<file path="src/rtl/rf_mport.sv">
// Multi-port register file: NR_RD combinational read ports, two write ports (B wins on collision),
// optional hardwired-zero entry 0, optional write-to-read bypass and a post-reset clear sweep.
module rf_mport #(
    parameter int unsigned DATA_W  = 32,
    parameter int unsigned DEPTH   = 32,
    parameter int unsigned ADDR_W  = 5,
    parameter int unsigned NR_RD   = 2,
    parameter bit          ZERO_R0 = 1'b1,
    parameter bit          BYPASS  = 1'b1
) (
    input  logic                      i_clk,
    input  logic                      i_rst,
    input  logic [NR_RD*ADDR_W-1:0]   i_rd_addr,
    output logic [NR_RD*DATA_W-1:0]   o_rd_data,
    input  logic                      i_wa_en,
    input  logic [ADDR_W-1:0]         i_wa_addr,
    input  logic [DATA_W-1:0]         i_wa_data,
    input  logic                      i_wb_en,
    input  logic [ADDR_W-1:0]         i_wb_addr,
    input  logic [DATA_W-1:0]         i_wb_data,
    output logic                      o_init_busy,
    output logic                      o_wr_conflict
);

    typedef enum logic {StClear, StReady} state_e;

    state_e              r_state, w_state_nxt;
    logic [ADDR_W-1:0]   r_clr_ptr, w_clr_ptr_nxt;
    logic                r_wr_conflict, w_conflict_nxt;
    logic [DATA_W-1:0]   r_mem [DEPTH];
    logic                w_clr_we, w_wa_we, w_wb_we;
    logic [ADDR_W-1:0]   w_ra;

    // State register
    always_ff @(posedge i_clk) begin
        if (i_rst) begin
            r_state       <= StClear;
            r_clr_ptr     <= '0;
            r_wr_conflict <= 1'b0;
        end else begin
            r_state       <= w_state_nxt;
            r_clr_ptr     <= w_clr_ptr_nxt;
            r_wr_conflict <= w_conflict_nxt;
        end
    end

    // Next-state logic
    always_comb begin
        w_state_nxt   = r_state;
        w_clr_ptr_nxt = r_clr_ptr;
        unique case (r_state)
            StClear: begin
                w_clr_ptr_nxt = r_clr_ptr + 1'b1;
                if (r_clr_ptr == ADDR_W'(DEPTH - 1)) begin
                    w_state_nxt   = StReady;
                    w_clr_ptr_nxt = '0;
                end
            end
            StReady: w_state_nxt = StReady;
        endcase
    end

    // Output / write-enable logic
    always_comb begin
        o_init_busy    = (r_state == StClear);
        w_clr_we       = (r_state == StClear) && !i_rst;
        w_wa_we        = (r_state == StReady) && !i_rst && i_wa_en
                         && !(ZERO_R0 && i_wa_addr == '0);
        w_wb_we        = (r_state == StReady) && !i_rst && i_wb_en
                         && !(ZERO_R0 && i_wb_addr == '0);
        w_conflict_nxt = w_wa_we && w_wb_we && (i_wa_addr == i_wb_addr);
    end

    assign o_wr_conflict = r_wr_conflict;

    // Port B is written last so it overrides A on an address collision
    always_ff @(posedge i_clk) begin
        if (w_clr_we) r_mem[r_clr_ptr] <= '0;
        if (w_wa_we)  r_mem[i_wa_addr] <= i_wa_data;
        if (w_wb_we)  r_mem[i_wb_addr] <= i_wb_data;
    end

    always_comb begin
        o_rd_data = '0;
        w_ra      = '0;
        for (int i = 0; i < NR_RD; i++) begin
            w_ra = i_rd_addr[i*ADDR_W +: ADDR_W];
            if (r_state == StReady && !(ZERO_R0 && w_ra == '0)) begin
                if (BYPASS && i_wb_en && i_wb_addr == w_ra) begin
                    o_rd_data[i*DATA_W +: DATA_W] = i_wb_data;
                end else if (BYPASS && i_wa_en && i_wa_addr == w_ra) begin
                    o_rd_data[i*DATA_W +: DATA_W] = i_wa_data;
                end else begin
                    o_rd_data[i*DATA_W +: DATA_W] = r_mem[w_ra];
                end
            end
        end
    end

endmodule

</file>
<file path="config.mk">
export PLATFORM = sky130hd
export DESIGN_NAME = rf_mport
export DESIGN_NICKNAME = d
export VERILOG_FILES = /design/src/rtl/rf_mport.sv
export SDC_FILE = /design/constraint.sdc
export NUM_CORES = 2
export LEC_CHECK = 0
export CAP_MARGIN = 20
export CORE_AREA = 3 3 339 341
export DETAILED_ROUTE_END_ITERATION = 8
export DIE_AREA = 0 0 342 344
export DONT_BUFFER_PORTS = 1
export MAX_ROUTING_LAYER = met4
export PLACE_DENSITY = 0.78
export SLEW_MARGIN = 20
export SYNTH_ARGS = -nofsm -noshare
export SYNTH_HDL_FRONTEND = slang
export SYNTH_SLANG_ARGS = --single-unit
</file>
<file path="constraint.sdc">
create_clock -name i_clk -period 12.7 [get_ports i_clk]
set_input_delay 2.54 -clock i_clk [delete_from_list [all_inputs] [get_ports i_clk]]
set_output_delay 2.54 -clock i_clk [all_outputs]
set_load 0.1 [all_outputs]
</file>
# == Word-level counts from Yosys, hierarchy flattened ==
# Memories as Yosys holds them, arrays and structs flattened.
# Index checks and enable logic that the tools add are counted.
# totals
register_bits,7
ram_bits,1024
elab_cells,54
memories,1
# classes
n_addsub,1
n_eq_ne,6
muxes,18
n_bitwise,1
n_reduce_logical,24
# memory_table
memory,depth,word_bits,read_ports,rd_ports_with_merged_regs,write_ports,line,source
r_mem,32,32,2,0,2,30,logic [DATA_W-1:0] r_mem [DEPTH];
# ops
operator,n
$mux 32,7
$reduce_or 32->1,1
$eq 5x5->1,5
$logic_not 5->1,4
$logic_and 1x1->1,14
$mux 5,2
$mux 1,8
$add 5x1->5 const B,1
$eq 5x5->1 const B,1
$logic_not 1->1,5
$pmux 1 s2,1
$not 1->1,1

# == Depth between registers and ports, before layout ==
# logic_depth
ltp_word,8
mapped_depth,10
mapped_depth_nobuf,6

# == Worst setup path after synthesis ==
# OpenSTA, ideal clock, no wires.
# synth_path
kind,input to output
from,in i_rd_addr[7]
to,out o_rd_data[62]
arrival_ns,6.062
required_time_ns,10.160
path_slack_ns,4.098
path_stages,8
path_buffers,3
path_cell_list,buf_2 clkbuf_1 buf_2 mux4_2 mux2i_1 a311oi_1 o211ai_1 a21boi_0
# synth_between
elab_chain_len,5
elab_cells_between_ends,11
cone_classes,eq/ne: 2; mux: 3; reduce/logical: 5; memory: 1
# synth_rtl
element,line,source
from (decl),13,"input logic [NR_RD*ADDR_W-1:0] i_rd_addr,"
"parallel branches: the longest is 4 deep, another holds $mem_v2 32x32",--,
$mux 32 *,88,if (r_state == StReady && !(ZERO_R0 && w_ra == '0)) begin
to (decl),14,"output logic [NR_RD*DATA_W-1:0] o_rd_data,"
# Mark *: on every way between the ends.

# == Worst setup path after layout ==
# layout_path
from,in i_rd_addr[0]
to,out o_rd_data[21]
# Same word-level chain as after synthesis.

==> metrics.md <==
| Metric | Value |
|---|---|
| Worst Setup Path Type | input pin to primary output |
| Status | finished, final reports clean |
| Core ar. | between 0.1 and 0.15 mm2 |
| Global route overflow | 0 |
| Syn nets | 4834 |
| Worst reg2reg path depth | 6 |
| Post-cts sizing count | 0 |
| Final setup fails | 0 |
| Hold_buf cts | 0 |
| Fin crit period | 8.46 ns |
| Post-synth EDFFs | 1024 |
| RSZ-0062 raised after global routing | false |
| Ys flop type | edfxtp_1 |
| Initial Util | 0.528 |
| Ports | 154 |
| Leading area contributor after synthesis | edfxtp_1 |
| PortBufs | 0 |
| Reg2reg setup slack | between 8 and 9 ns |
| RR Endpoint | r_mem[22][18] |
| Initial antenna violation count | 2 |
| CP delay by family, top | simple AND/OR/NAND/NOR gates |
| CP arrival | 5.92 ns |
| WL per Instance | about 33 um |
| Tcrit/Tclk final | 0.666 |
| Setup TNS | 0 ns |
| VDD IR-drop max | 0.000108 V |
| Hold EP | r_clr_ptr[4] |
| Hold_sp | r_clr_ptr[4] |
| Num CTS Buffers | 105 |
| Via count | 43700 |
| Vias in the first global route | 43200 |
| Synth Area per Inst | 12.5 um2 |
| FMAX | between 0.1 and 0.15 GHz |
| Top cells by area, synth | edfxtp_1, mux4_2, o21ai_0, nand2_1, clkbuf_1 |
| Sequential element share of the synthesized area | 0.521 |
| Synth top area share | 0.519 |
| Worst hold margin | between 0.5 and 0.6 ns |
| Starting DRC count in detailed routing | 7924 |
| Leak pwr | between 20 and 25 nW |
| Wire length of the first global-routing pass | 286000 um |
| #FFs+latches synth | 1031 |
| Worst path max stage delay | 0.89 ns |
| Drt total wl | approximately 200000 um |
| Synth cell count leaders | nand2_1, edfxtp_1, o21ai_0 |
| Share of layout cells above drive strength 1 | 0.211 |
| Number of buffers and inverters on the critical path | 1 |
| Power per Cell Area | 112 mW/mm2 |
| Total track usage | 0.346 |
| Largest net degree at the start of global routing | 259 |
| Maxcap violations | 0 |
| Clock Tree Buf Depth | 3 |
| Later-pin clock latency in the skew report | around 0.72 ns |
| Path type of the worst min-delay path | flop to flop |
| Syn Inst Count | 4744 |
| TritonRoute pass-1 iters | 7 |
| Reg clk slew, reported paths | 0.06 ns |
| Vias per std cell | about 7.4 |
| Crit path capture type | primary output |
| Crit Reg-Reg Startpoint | r_state |
| Final #Nets | roughly 4400 |
| Antenna-violating nets left | 0 |
| CTS tree | yes |
| Synth unique cells | 52 |
| Data required time of the worst path | 10.16 ns |
| Async SR Flop Fraction | 0 |
| Cell Chain, Critical Path | nor3_1 -> a21oi_1 -> o21ai_0 -> nor3b_2 -> buf_4 -> a222oi_1 -> nand2_1 |
| DRC viols | 0 |
| Die height | 344 um |
| Max FO, Critical Path | roughly 260 |
| # rows | ~120 |
| DIE AREA | 0.118 mm2 |
| GP Congestion | 0.855 |
| CTS Sinks | 1031 |
| Yosys warning total | 0 |
| Final Hold Fails | 0 |
| Post-CTS Setup Repair Bufs | 0 |
| Mapped cell area | 0.0593 mm2 |
| Hold Path Cell Cnt | 2 |
| Max Slew Vio Count | 0 |
| Rel. slew slack | 0.0664 |
| Root buf cell | clkbuf_16 |
| Area Growth Syn to Fin | 6.83% |
| Detailed placement HPWL | between 100000 and 150000 um |
| Critical path launch point type | input pin |
| Clk_skew | 0.0293 ns |
| Htree depth | 3 |
| Chip Width | 342 um |
| Slowest stage cell, crit path | nand2_1 |
| Worst slew pin tran | 1.40 ns |
| Count leader, synth | nand2_1 |
-- logic make-up after synthesis --
logic type	after synthesis	share of synthesized area
XOR/XNOR	24	0.00355
multiplexers	647	0.244
flip-flops	1031	0.521
AND/OR/NAND/NOR	1241	0.0815
buffers and inverters	652	0.0450
AO/OA/AOI/OAI	1147	0.104
adder cells (fa/ha/maj)	2	0.000422
-- area by class of cell --
| class | count | area (um2) |
|---|---|---|
| Clock inverter | 59 | 552 |
| Clock buffer | 134 | 2800 |
| Tap cell | 1500 | 1880 |
| Sequential cell | 1031 | 30900 |
| Multi-Input combinational cell | 3061 | 26400 |
| Timing Repair Buffer | 80 | 641 |
| Antenna cell | 5 | 12.5 |
| Fill cell | 8317 | 48900 |
| Inverter | 34 | 128 |
-- where the power goes --
group | internal [mW] | switching, mW | leakage [nW]
registers | 3.71 | 0.0101 | 10.8
logic | 0.200 | 0.103 | 8.69
clock network | 1.74 | 1.36 | 1.65
total | 5.64 | 1.47 | 21.2
-- worst reg2reg max path: cells and delay by family, from the launching register on --
family          cells  cell delay, ns
buf+inv             1            0.52
compound gates      2            1.58
simple gates        3            1.33
flops               1            0.70
-- placed cells by master, fill, tap and decap left out, types with 12 or more instances in the layout --
| cell | instances |
|---|---|
| a222oi_1 | 31 |
| clkbuf_1 | 26 |
| clkinv_2 | 27 |
| nor2_1 | 13 |
| mux4_2 | 619 |
| o21ai_0 | 999 |
| xor2_1 | 15 |
| clkinv_1 | 18 |
| mux2i_1 | 12 |
| o22ai_4 | 31 |
| mux4_1 | 16 |
| a32oi_1 | 31 |
| a22oi_1 | 33 |
| clkbuf_16 | 108 |
| nor2_4 | 33 |
| nand2_1 | 1141 |
| edfxtp_1 | 1024 |
| buf_4 | 78 |
| inv_1 | 34 |
-- metal layers --
layer,part of all wire,wire length (um),vias to the layer above,GRT usage
met1,0.30,58300,21000,0.405
met4,0.079,15700,0,0.224
met3,0.17,33600,1039,0.109
li1,-,-,17300,-
met2,0.46,89900,4355,0.518
met5,0,0,-,-
-- flip-flops by register name (all words and copies together) (netlist names) --
signal         cells
r_mem           1024
r_clr_ptr          5
o_wr_conflict      1
r_state            1
-- through the flow --
step	instances	instance area [um2]	setup slack, ns	power, mW	utilization
floorplan	4744	59300	4.10	4.15	-
global placement	5704	59900	4.60	4.08	0.534
detailed placement	5704	59900	4.43	4.08	0.534
CTS	5897	63300	4.42	7.09	0.564
global route	5902	63300	4.26	7.24	0.564
finish	5904	63300	4.24	7.12	0.564
-- worst max-delay path by stage --
stage / end / start / depth (start not counted)
global route: o_rd_data[21] / i_rd_addr[0] / 7
finish: o_rd_data[21] / i_rd_addr[0] / 7
detailed placement: o_rd_data[21] / i_rd_addr[0] / 7
CTS: o_rd_data[19] / i_rd_addr[0] / 7
floorplan: o_rd_data[62] / i_rd_addr[7] / 8
global placement: o_rd_data[21] / i_rd_addr[0] / 7
Note: power is estimated with default switching activity, not from simulation.
